### config.mk
export PLATFORM = sky130hd
export DESIGN_NAME = inertial_delay_shifter
export DESIGN_NICKNAME = d
export VERILOG_FILES = /design/src/rtl/inertial_delay_shifter.sv
export SDC_FILE = /design/constraint.sdc
export NUM_CORES = 1
export LEC_CHECK = 0
export ABC_CLOCK_PERIOD_IN_PS = 2600
export CAP_MARGIN = 15
export CORE_AREA = 2 2 72 74
export CTS_CLUSTER_SIZE = 20
export DETAILED_ROUTE_END_ITERATION = 16
export DIE_AREA = 0 0 74 76
export PLACE_DENSITY = 0.68
export SETUP_SLACK_MARGIN = 0.3
export SLEW_MARGIN = 20
export SYNTH_ARGS = -nofsm -noshare
export SYNTH_HDL_FRONTEND = slang
export SYNTH_SLANG_ARGS = --single-unit
export TNS_END_PERCENT = 50
### constraint.sdc
create_clock -name clk -period 2.6 [get_ports clk]
set_clock_uncertainty 0.15 [all_clocks]
set_input_delay 0.52 -clock clk [delete_from_list [all_inputs] [get_ports clk]]
set_output_delay 0.52 -clock clk [all_outputs]
set_load 0.05 [all_outputs]
### src/rtl/inertial_delay_shifter.sv
// Multi-channel clocked inertial delay: per-channel rise/fall filtering of an
// optionally inverted input, with the filtered value shifted into a history register.
module inertial_delay_shifter #(
    parameter int unsigned CH     = 1,
    parameter int unsigned HIST_W = 32,
    parameter int unsigned CNT_W  = 4,
    parameter int unsigned INVERT = 1
) (
    input  logic                 clk,
    input  logic                 rst_n,
    input  logic                 en,
    input  logic [CH-1:0]        x,
    input  logic [CNT_W-1:0]     rise_dly,
    input  logic [CNT_W-1:0]     fall_dly,
    output logic [CH-1:0]        nn,
    output logic [CH*HIST_W-1:0] y,
    output logic [CH-1:0]        busy
);

    localparam logic INV = (INVERT != 0);

    logic [CH-1:0]     nn_q;
    logic [CH-1:0]     nn_next;
    logic [CH-1:0]     s;
    logic [CNT_W-1:0]  d        [CH];
    logic [CNT_W-1:0]  cnt_q    [CH];
    logic [CNT_W-1:0]  cnt_next [CH];
    logic [HIST_W-1:0] hist_q   [CH];

    // Delays are compared live, so lowering a delay mid-count can commit at once.
    always_comb begin
        nn_next = nn_q;
        s       = '0;
        for (int unsigned c = 0; c < CH; c++) begin
            s[c]        = x[c] ^ INV;
            d[c]        = s[c] ? rise_dly : fall_dly;
            cnt_next[c] = cnt_q[c];
            if (s[c] == nn_q[c]) begin
                cnt_next[c] = '0;
            end else if (cnt_q[c] >= d[c]) begin
                nn_next[c]  = s[c];
                cnt_next[c] = '0;
            end else begin
                cnt_next[c] = cnt_q[c] + 1'b1;
            end
        end
    end

    always_ff @(posedge clk) begin
        if (!rst_n) begin
            nn_q <= {CH{INV}};
            for (int unsigned c = 0; c < CH; c++) begin
                cnt_q[c]  <= '0;
                hist_q[c] <= {HIST_W{INV}};
            end
        end else if (en) begin
            nn_q <= nn_next;
            for (int unsigned c = 0; c < CH; c++) begin
                cnt_q[c]  <= cnt_next[c];
                hist_q[c] <= {hist_q[c][HIST_W-2:0], nn_next[c]};
            end
        end
    end

    assign nn = nn_q;

    for (genvar gc = 0; gc < CH; gc++) begin : g_out
        assign y[gc*HIST_W +: HIST_W] = hist_q[gc];
        assign busy[gc]               = (cnt_q[gc] != '0);
    end

endmodule

==> results.py, run 1 <==
metrics = {
    "status": {
        "status": "finished, final reports clean",
    },
    "timing": {
        "worst_slew_pin_slew_ps": 509.4,
        "period_share_pct": 84.70,
        "maxSlewHeadroom_pct": 65.94,
        "worst_slack_ps": 397.8,
        "fmax_mhz": 454.1,
        "period_needed_ps": 2202,
        "final-setup-viol-count": 0,
        "hold_viol_final": 0,
        "rsz0062_at_grt": "no",
        "hold_slack_ps": 387.9,
        "slew_violations": 0,
    },
    "finish": {
        "multiInputGateArea_sq_um": 499.2,
        "seq_area_sq_um": 1101,
        "nFillCells": 423,
        "stdcell_count": 238,
        "fin_nets": 185,
        "area_delta_synth_final_pct": 42.18,
        "antennaDiodeCount": 0,
        "postLayoutCellArea_sq_um": 2320,
        "drive_above_1_share_pct": 12.50,
    },
    "placement": {
        "pre_cts_ws_ps": -147.7,
        "placed_area_sq_um": 2220,
        "gp_congestion": 0.8278,
        "dp_hpwl_mm": 2.200,
        "port-buffer-count": 45,
        "placed_cells": 230,
    },
    "routing": {
        "viasPerCell": 4.315,
        "dr_wl_met2_mm": 1.433,
        "ant_nets": 0,
        "dr.pass1.iters": 4,
        "drc": 0,
        "routed-wl-met3_um": 205,
        "drt_wl_total_mm": 3.097,
        "top_layer": "met4",
        "vias": 1027,
        "met1_length_mm": 1.443,
        "drtIter0Drc": 92,
        "wl_per_cell_um": 13.01,
    },
    "clock_network": {
        "cts_setup_buffers": 0,
        "clock-root-buffer": "clkbuf_8",
        "hold_buffers": 0,
        "cts_tree": "yes",
        "clockBufferDepth": 2,
        "clk_pin_slew_worst_paths_ps": 80,
        "clock_latency_ps": 280,
        "numClockSinks": 37,
        "cts.htree.levels": 2,
        "cts-buffers-inserted": 5,
    },
    "grt": {
        "antenna_found_initial": 0,
        "grt_max_degree": 37,
        "grt_remaining_overflow": 0,
        "track_usage_pct": 11.57,
        "grt_pass1_wl_mm": 4.974,
        "grt_pass1_vias": 1014,
    },
    "yosys": {
        "yosysTopAreaCellShare_pct": 66.26,
        "syn_nets": 131,
        "synth_cell_types": 26,
        "ys_warn_count": 0,
        "synth_seq_area_share_pct": 67.48,
        "synth_top_cell_by_area": "edfxtp_1",
        "syn_area_sq_um": 1632,
        "ys_seq_elements": 37,
        "synth_cells": 113,
        "synthTopCellsByArea": "edfxtp_1 66%, nand2b_1 13%, ha_1 4.6%",
        "avgSynthCellArea_sq_um": 14.44,
    },
    "floorplan": {
        "die_height_um": 76,
        "initial_core_util_pct": 33.21,
        "die_w_um": 74,
        "rows": 26,
        "dieArea_sq_um": 5624,
        "core_sq_um": 4912,
        "ios": 46,
    },
    "critical_path": {
        "timing_worst_setup_path_type": "in -> reg",
        "startpoint_type": "input port",
        "worstSetupEndpointType": "flip-flop",
        "critPathMaxFanout": 2,
        "crit_arrival_ps": 2230,
        "required_ps": 2620,
    },
    "pwr": {
        "power_density_nw_per_um2": 549.7,
        "p_leak_nw": 0.7454,
        "total_power_mw": 1.275,
        "ir_drop_uv": 244.9,
    },
    "run": {
        "cap_violations": 0,
    },
    "hold_path": {
        "hold_path_class": "reg -> reg",
    },
}
## final cells by class
cell class	count	area share (%)
inverter	3	0.4854
clock buffer	6	3.128
multi-input combinational	69	21.52
timing repair buffer	51	22.17
sequential	37	47.47
tap	70	3.776
clock inverter	2	1.456
## cell usage after synthesis
library cell,number
edfxtp_1,36
nand2b_1,34
ha_1,6
nor2_1,6
buf_2,3
inv_1,3
mux2i_1,3
nand2_1,2
o21ai_1,2
xnor2_1,2
a21boi_0,1
a21o_1,1
a21oi_1,1
a21oi_2,1
and2_2,1
and3_4,1
buf_4,1
dfxtp_1,1
mux2_2,1
mux2_4,1
nand3_1,1
nand4_2,1
nor3_1,1
o21a_1,1
o21ai_2,1
xor2_1,1
## final timing paths
check | start | endpoint | slack (ps) | cells after the start
max | rise_dly[0] | nn$_SDFFE_PN1P_ | 400 | 7
min | hist_q[0][23]$_SDFFCE_PN1P_ | hist_q[0][24]$_SDFFCE_PN1P_ | 390 | 1
max reg2reg | cnt_q[0][2]$_SDFFCE_PP0P_ | nn$_SDFFE_PN1P_ | 700 | 5
min reg2reg | hist_q[0][23]$_SDFFCE_PN1P_ | hist_q[0][24]$_SDFFCE_PN1P_ | 390 | 1
## cells by family after synthesis
logic type,Yosys count,synth area share (%)
muxes,5,3.451
DFF,37,67.48
and+or+nand+nor,47,17.41
adders and majority gates,6,4.601
AOI/OAI and AO/OA,8,3.375
buffers and inverters,7,2.070
xor gates and xnor gates,3,1.611
## stage by stage
step | TNS, ps | utilization [%]
2_1_floorplan | 0 | -
3_3_place_gp | -115.9 | 45.19
3_5_place_dp | -418.6 | 45.19
4_1_cts | 0 | 47.30
5_1_grt | 0 | 47.22
6_report | 0 | 47.22
## power breakdown
| part | internal, mW | total, mW | switching, mW |
|---|---|---|---|
| Sequential | 0.658 | 0.665 | 0.00723 |
| Combinational | 0.0582 | 0.127 | 0.0687 |
| Clock | 0.283 | 0.483 | 0.200 |
## state kept, by name, summed over array words and instances (netlist names)
name	count
cnt_q	4
hist_q	32
nn	1
## worst max-delay path, cell delays in order
cell             delay, ps
clkdlybuf4s50_1        410
mux2_2                 260
ha_1                   270
and3_4                 150
o21a_1                 180
o21ai_2                130
mux2_4                 300
## per-layer routing
| layer | GRT usage, % | up-vias |
|---|---|---|
| met5 | 0 | - |
| met4 | 3.273 | 0 |
| met3 | 4.894 | 2 |
| met2 | 17.77 | 42 |
| met1 | 14.88 | 482 |
| li1 | - | 501 |
## cell usage in the layout, fill, tap and decap left out
master and n:
xor2_1 1, clkbuf_2 1, bufinv_16 1, a21oi_2 1
mux2_2 1, a21oi_1 1, a21o_1 1, edfxtp_1 36
nand4_2 1, a21boi_0 1, buf_4 4, buf_12 2
and2_2 1, inv_1 3, o21a_1 1, nand2b_1 33
dlygate4sd2_1 1, xnor2_1 2, nor3_1 1, and3_4 1
mux2_4 1, ha_1 6, clkbuf_8 5, o21ai_1 2
nand3_1 1, clkbuf_1 1, o21ai_2 1, mux2i_1 3
clkinv_1 1, nand2b_2 1, clkdlybuf4s50_1 43, nand2_1 2
dfxtp_1 1, nor2_1 6
## what timing repair did
| action | in CTS | in global routing |
|---|---|---|
| pin swaps | 0 | 0 |
| gates resized for setup | 2 | 2 |
| setup endpoints to repair | 7 | 1 |
| hold endpoints to repair | 0 | 0 |
Power figures use the tool's default switching activity.
==> inputs of run 2 (changes only) <==
ABC_CLOCK_PERIOD_IN_PS = 2230   (was 2600)
clock period = 2.23 ns   (was 2.6 ns; I/O delays follow)
==> results.py, run 2 (synthesis results as in run 1) <==
metrics = {
    "clock_network": {
        "clk_pin_slew_worst_paths_ps": 70,
        "cts.htree.levels": 2,
        "numClockSinks": 37,
        "clock_latency_ps": 280,
        "cts_tree": "yes",
        "clockBufferDepth": 2,
        "hold_buffers": 0,
        "clock-root-buffer": "clkbuf_8",
        "cts-buffers-inserted": 5,
    },
    "timing": {
        "worst_slack_ps": 182.8,
        "period_needed_ps": 2047,
        "rsz0062_at_grt": "yes",
        "slew_violations": 0,
        "final-setup-viol-count": 0,
        "tns_ps": 0,
        "worst_slew_pin_slew_ps": 508.0,
        "hold_viol_final": 0,
        "maxSlewHeadroom_pct": 66.08,
        "fmax_mhz": 488.5,
        "hold_slack_ps": 383.0,
        "period_share_pct": 91.80,
    },
    "grt": {
        "grt_max_degree": 37,
        "track_usage_pct": 11.32,
        "grt_pass1_vias": 1046,
        "grt_pass1_wl_mm": 4.857,
        "grt_remaining_overflow": 0,
        "antenna_found_initial": 0,
    },
    "floorplan": {
        "core_sq_um": 4912,
        "ios": 46,
        "initial_core_util_pct": 33.21,
        "die_height_um": 76,
        "rows": 26,
        "die_w_um": 74,
        "dieArea_sq_um": 5624,
    },
    "critical_path": {
        "startpoint_type": "flip-flop",
        "cp.buffers_inverters": 1,
        "required_ps": 1630,
        "timing_worst_setup_path_type": "reg -> out",
        "crit_path_cell_trace": "clkdlybuf4s50_1",
        "critPathMaxFanout": 2,
        "slowest_delay_ps": 810,
        "reg2reg_from": "cnt_q[0][2]$_SDFFCE_PP0P_",
        "cp-startpoint": "hist_q[0][5]$_SDFFCE_PN1P_",
        "path_delay_family": "buffers and inverters",
        "crit_arrival_ps": 1450,
        "critical-path-slowest-cell": "clkdlybuf4s50_1",
        "worstSetupEndpointType": "output port",
    },
    "pwr": {
        "ir_drop_uv": 205.6,
        "switching_power_uw": 314.6,
        "pwr-share-comb_pct": 11.5,
        "total_power_mw": 1.364,
        "p_int_mw": 1.050,
        "power_density_nw_per_um2": 585.5,
        "p_seq_share_pct": 56.9,
        "power_frac_clock_pct": 31.6,
        "switching_share_pct": 23.06,
        "p_leak_nw": 0.7138,
    },
    "hold_path": {
        "hold_path_class": "reg -> reg",
        "min_from": "hist_q[0][14]$_SDFFCE_PN1P_",
    },
    "finish": {
        "area_delta_synth_final_pct": 42.79,
        "drive_above_1_share_pct": 13.25,
        "layout_commonest_cell": "edfxtp_1",
        "layout_common_cells": "36 x edfxtp_1, 33 x nand2b_1, 19 x dlygate4sd2_1, 13 x dlymetal6s2s_1, 11 x clkdlybuf4s50_1",
        "stdcell_count": 236,
        "final_util_pct": 47.43,
        "fin_nets": 183,
        "antennaDiodeCount": 0,
        "top_register": "hist_q",
        "postLayoutCellArea_sq_um": 2330,
        "largest_register_ffs": 32,
    },
    "routing": {
        "vias": 1040,
        "viasPerCell": 4.407,
        "wl_per_cell_um": 13.00,
        "drc": 0,
        "drtIter0Drc": 93,
        "dr.pass1.iters": 4,
        "drt_wl_total_mm": 3.068,
        "ant_nets": 0,
    },
    "placement": {
        "pre_cts_ws_ps": -487.3,
        "port-buffer-count": 45,
        "gp_congestion": 0.8594,
        "dp_hpwl_mm": 2.116,
        "placed_area_sq_um": 2223,
        "placed_cells": 227,
    },
    "status": {
        "status": "finished, final reports clean",
    },
    "run": {
        "cap_violations": 0,
    },
}
-- run 2: changes by cell type in the layout (fill, tap and decap cells not counted), moves of 2 or more --
cell	change
clkdlybuf4s50_1	-32
dlygate4sd2_1	+18
dlymetal6s2s_1	+13
buf_4	-3
buf_6	+2
-- run 2: routing by layer --
layer / GRT usage (%) / wire, um / up-vias
met4: 4.909 / 58 / 0
met3: 4.365 / 249 / 5
li1: - / - / 496
met1: 13.71 / 1305 / 492
met2: 17.68 / 1455 / 47
met5: 0 / 0 / -
-- run 2: worst register-to-register path, stage by stage (launching register included) --
cell and delay, ps:
edfxtp_1 460, ha_1 350, and3_4 170, o21a_1 190, o21ai_2 140, mux2_4 300
-- run 2: worst paths after layout --
path / to / slack (ps) / depth (start not counted)
setup reg to reg: nn$_SDFFE_PN1P_ / 360 / 5
hold reg to reg: hist_q[0][15]$_SDFFCE_PN1P_ / 380 / 1
hold / removal: hist_q[0][15]$_SDFFCE_PN1P_ / 380 / 1
setup / recovery: y[5] / 180 / 1
-- run 2: repair_timing --
item	in CTS	in global routing
endpoints found under the setup margin	39	27
setup buffers	1	0
pin swaps	8	0
gates resized for setup	26	13
-- run 2: area by class of cell --
type	count	area (sq um)
clock buffer	5	68.82
clock inverter	3	12.51
multi-input combinational	69	519.2
timing repair buffer	49	529.3
tap	70	87.58
inverter	3	11.26
sequential	37	1101
fill	450	2582
-- run 2: power groups by stage --
| stage | Sequential, mW | Combinational (mW) | Clock [mW] |
|---|---|---|---|
| floorplan | 0.798 | 0.0900 | 0 |
| global placement | 0.791 | 0.152 | 0 |
| detailed placement | 0.791 | 0.161 | 0 |
| CTS | 0.776 | 0.160 | 0.450 |
| global route | 0.776 | 0.173 | 0.486 |
| finish | 0.776 | 0.157 | 0.431 |
==> inputs of run 3 (changes only) <==
CTS_BUF_LIST = sky130_fd_sc_hd__clkbuf_16   (was default)
==> results.py, run 3 (synthesis results as in run 1) <==
metrics = {
    "timing": {
        "hold_viol_final": 0,
        "worst_slew_pin_slew_ps": 508.0,
        "tns_ps": 0,
        "period_needed_ps": 2019,
        "period_share_pct": 90.54,
        "final-setup-viol-count": 0,
        "maxSlewHeadroom_pct": 66.08,
        "slew_violations": 0,
        "worst_slack_ps": 211.0,
        "fmax_mhz": 495.3,
        "rsz0062_at_grt": "yes",
        "hold_slack_ps": 379.7,
    },
    "floorplan": {
        "die_w_um": 74,
        "die_height_um": 76,
        "ios": 46,
        "rows": 26,
        "dieArea_sq_um": 5624,
        "core_sq_um": 4912,
        "initial_core_util_pct": 33.21,
    },
    "critical_path": {
        "timing_worst_setup_path_type": "reg -> out",
        "crit_arrival_ps": 1420,
        "slowest_delay_ps": 800,
        "worstSetupEndpointType": "output port",
        "path_delay_family": "buffers and inverters",
        "cp.buffers_inverters": 1,
        "critPathMaxFanout": 2,
        "critical-path-slowest-cell": "clkdlybuf4s50_1",
        "startpoint_type": "flip-flop",
        "required_ps": 1630,
        "crit_path_cell_trace": "clkdlybuf4s50_1",
    },
    "status": {
        "status": "finished, final reports clean",
    },
    "pwr": {
        "pwr-share-comb_pct": 10.3,
        "p_int_mw": 1.248,
        "p_leak_nw": 0.7656,
        "p_seq_share_pct": 48.8,
        "power_density_nw_per_um2": 663.5,
        "total_power_mw": 1.594,
        "switching_share_pct": 21.70,
        "ir_drop_uv": 312.8,
        "power_frac_clock_pct": 41.0,
        "switching_power_uw": 345.8,
    },
    "clock_network": {
        "hold_buffers": 0,
        "clockBufferDepth": 2,
        "clock_latency_ps": 280,
        "numClockSinks": 37,
        "clk_pin_slew_worst_paths_ps": 60,
        "cts-buffers-inserted": 5,
        "cts.htree.levels": 2,
        "cts_tree": "yes",
        "clock-root-buffer": "clkbuf_16",
    },
    "finish": {
        "fin_nets": 184,
        "drive_above_1_share_pct": 14.37,
        "layout_commonest_cell": "edfxtp_1",
        "largest_register_ffs": 32,
        "antennaDiodeCount": 0,
        "final_util_pct": 48.90,
        "stdcell_count": 237,
        "layout_common_cells": "36 x edfxtp_1, 33 x nand2b_1, 19 x dlygate4sd2_1, 13 x dlymetal6s2s_1, 11 x clkdlybuf4s50_1",
        "postLayoutCellArea_sq_um": 2402,
        "area_delta_synth_final_pct": 47.24,
        "top_register": "hist_q",
    },
    "placement": {
        "dp_hpwl_mm": 2.116,
        "gp_congestion": 0.8594,
        "placed_area_sq_um": 2223,
        "placed_cells": 227,
        "pre_cts_ws_ps": -487.3,
        "port-buffer-count": 45,
    },
    "hold_path": {
        "hold_path_class": "reg -> reg",
    },
    "routing": {
        "dr.pass1.iters": 4,
        "drc": 0,
        "wl_per_cell_um": 13.26,
        "drtIter0Drc": 95,
        "drt_wl_total_mm": 3.142,
        "ant_nets": 0,
        "viasPerCell": 4.473,
        "vias": 1060,
    },
    "grt": {
        "grt_remaining_overflow": 0,
        "grt_max_degree": 37,
        "antenna_found_initial": 0,
        "track_usage_pct": 11.72,
        "grt_pass1_wl_mm": 4.947,
        "grt_pass1_vias": 1084,
    },
    "run": {
        "cap_violations": 0,
    },
}
run 3: path summary, 6_finish.rpt:
path,depth (start not counted),endpoint,startpoint,slack [ps]
setup / recovery,1,y[25],hist_q[0][25]$_SDFFCE_PN1P_,210
setup reg to reg,5,nn$_SDFFE_PN1P_,cnt_q[0][2]$_SDFFCE_PP0P_,310
hold / removal,1,hist_q[0][16]$_SDFFCE_PN1P_,hist_q[0][15]$_SDFFCE_PN1P_,380
hold reg to reg,1,hist_q[0][16]$_SDFFCE_PN1P_,hist_q[0][15]$_SDFFCE_PN1P_,380
run 3: area by class of cell:
type	instances	area, sq um
Sequential cell	37	1101
Fill cell	436	2510
Clock buffer	5	125.1
Multi-Input combinational cell	69	524.3
Tap cell	70	87.58
Inverter	3	11.26
Clock inverter	3	12.51
Timing Repair Buffer	50	540.5
run 3: timing repair:
item,CTS,global route
setup buffers,2,0
endpoints found under the setup margin,39,27
hold endpoints to repair,0,0
gates resized for setup,26,16
pin swaps,9,6
run 3: per-layer routing:
layer	wire [um]	track usage (%)	up-vias
met4	27	6.182	0
met3	240	4.762	2
met5	0	0	-
met2	1533	18.13	43
li1	-	-	497
met1	1340	13.71	518
run 3: power by group through the flow:
stage	sequential, mW	clock, mW	combinational, mW
finish	0.777	0.653	0.164
global route	0.778	0.714	0.179
CTS	0.777	0.670	0.163
detailed placement	0.791	0	0.161
global placement	0.791	0	0.152
floorplan	0.798	0	0.0900
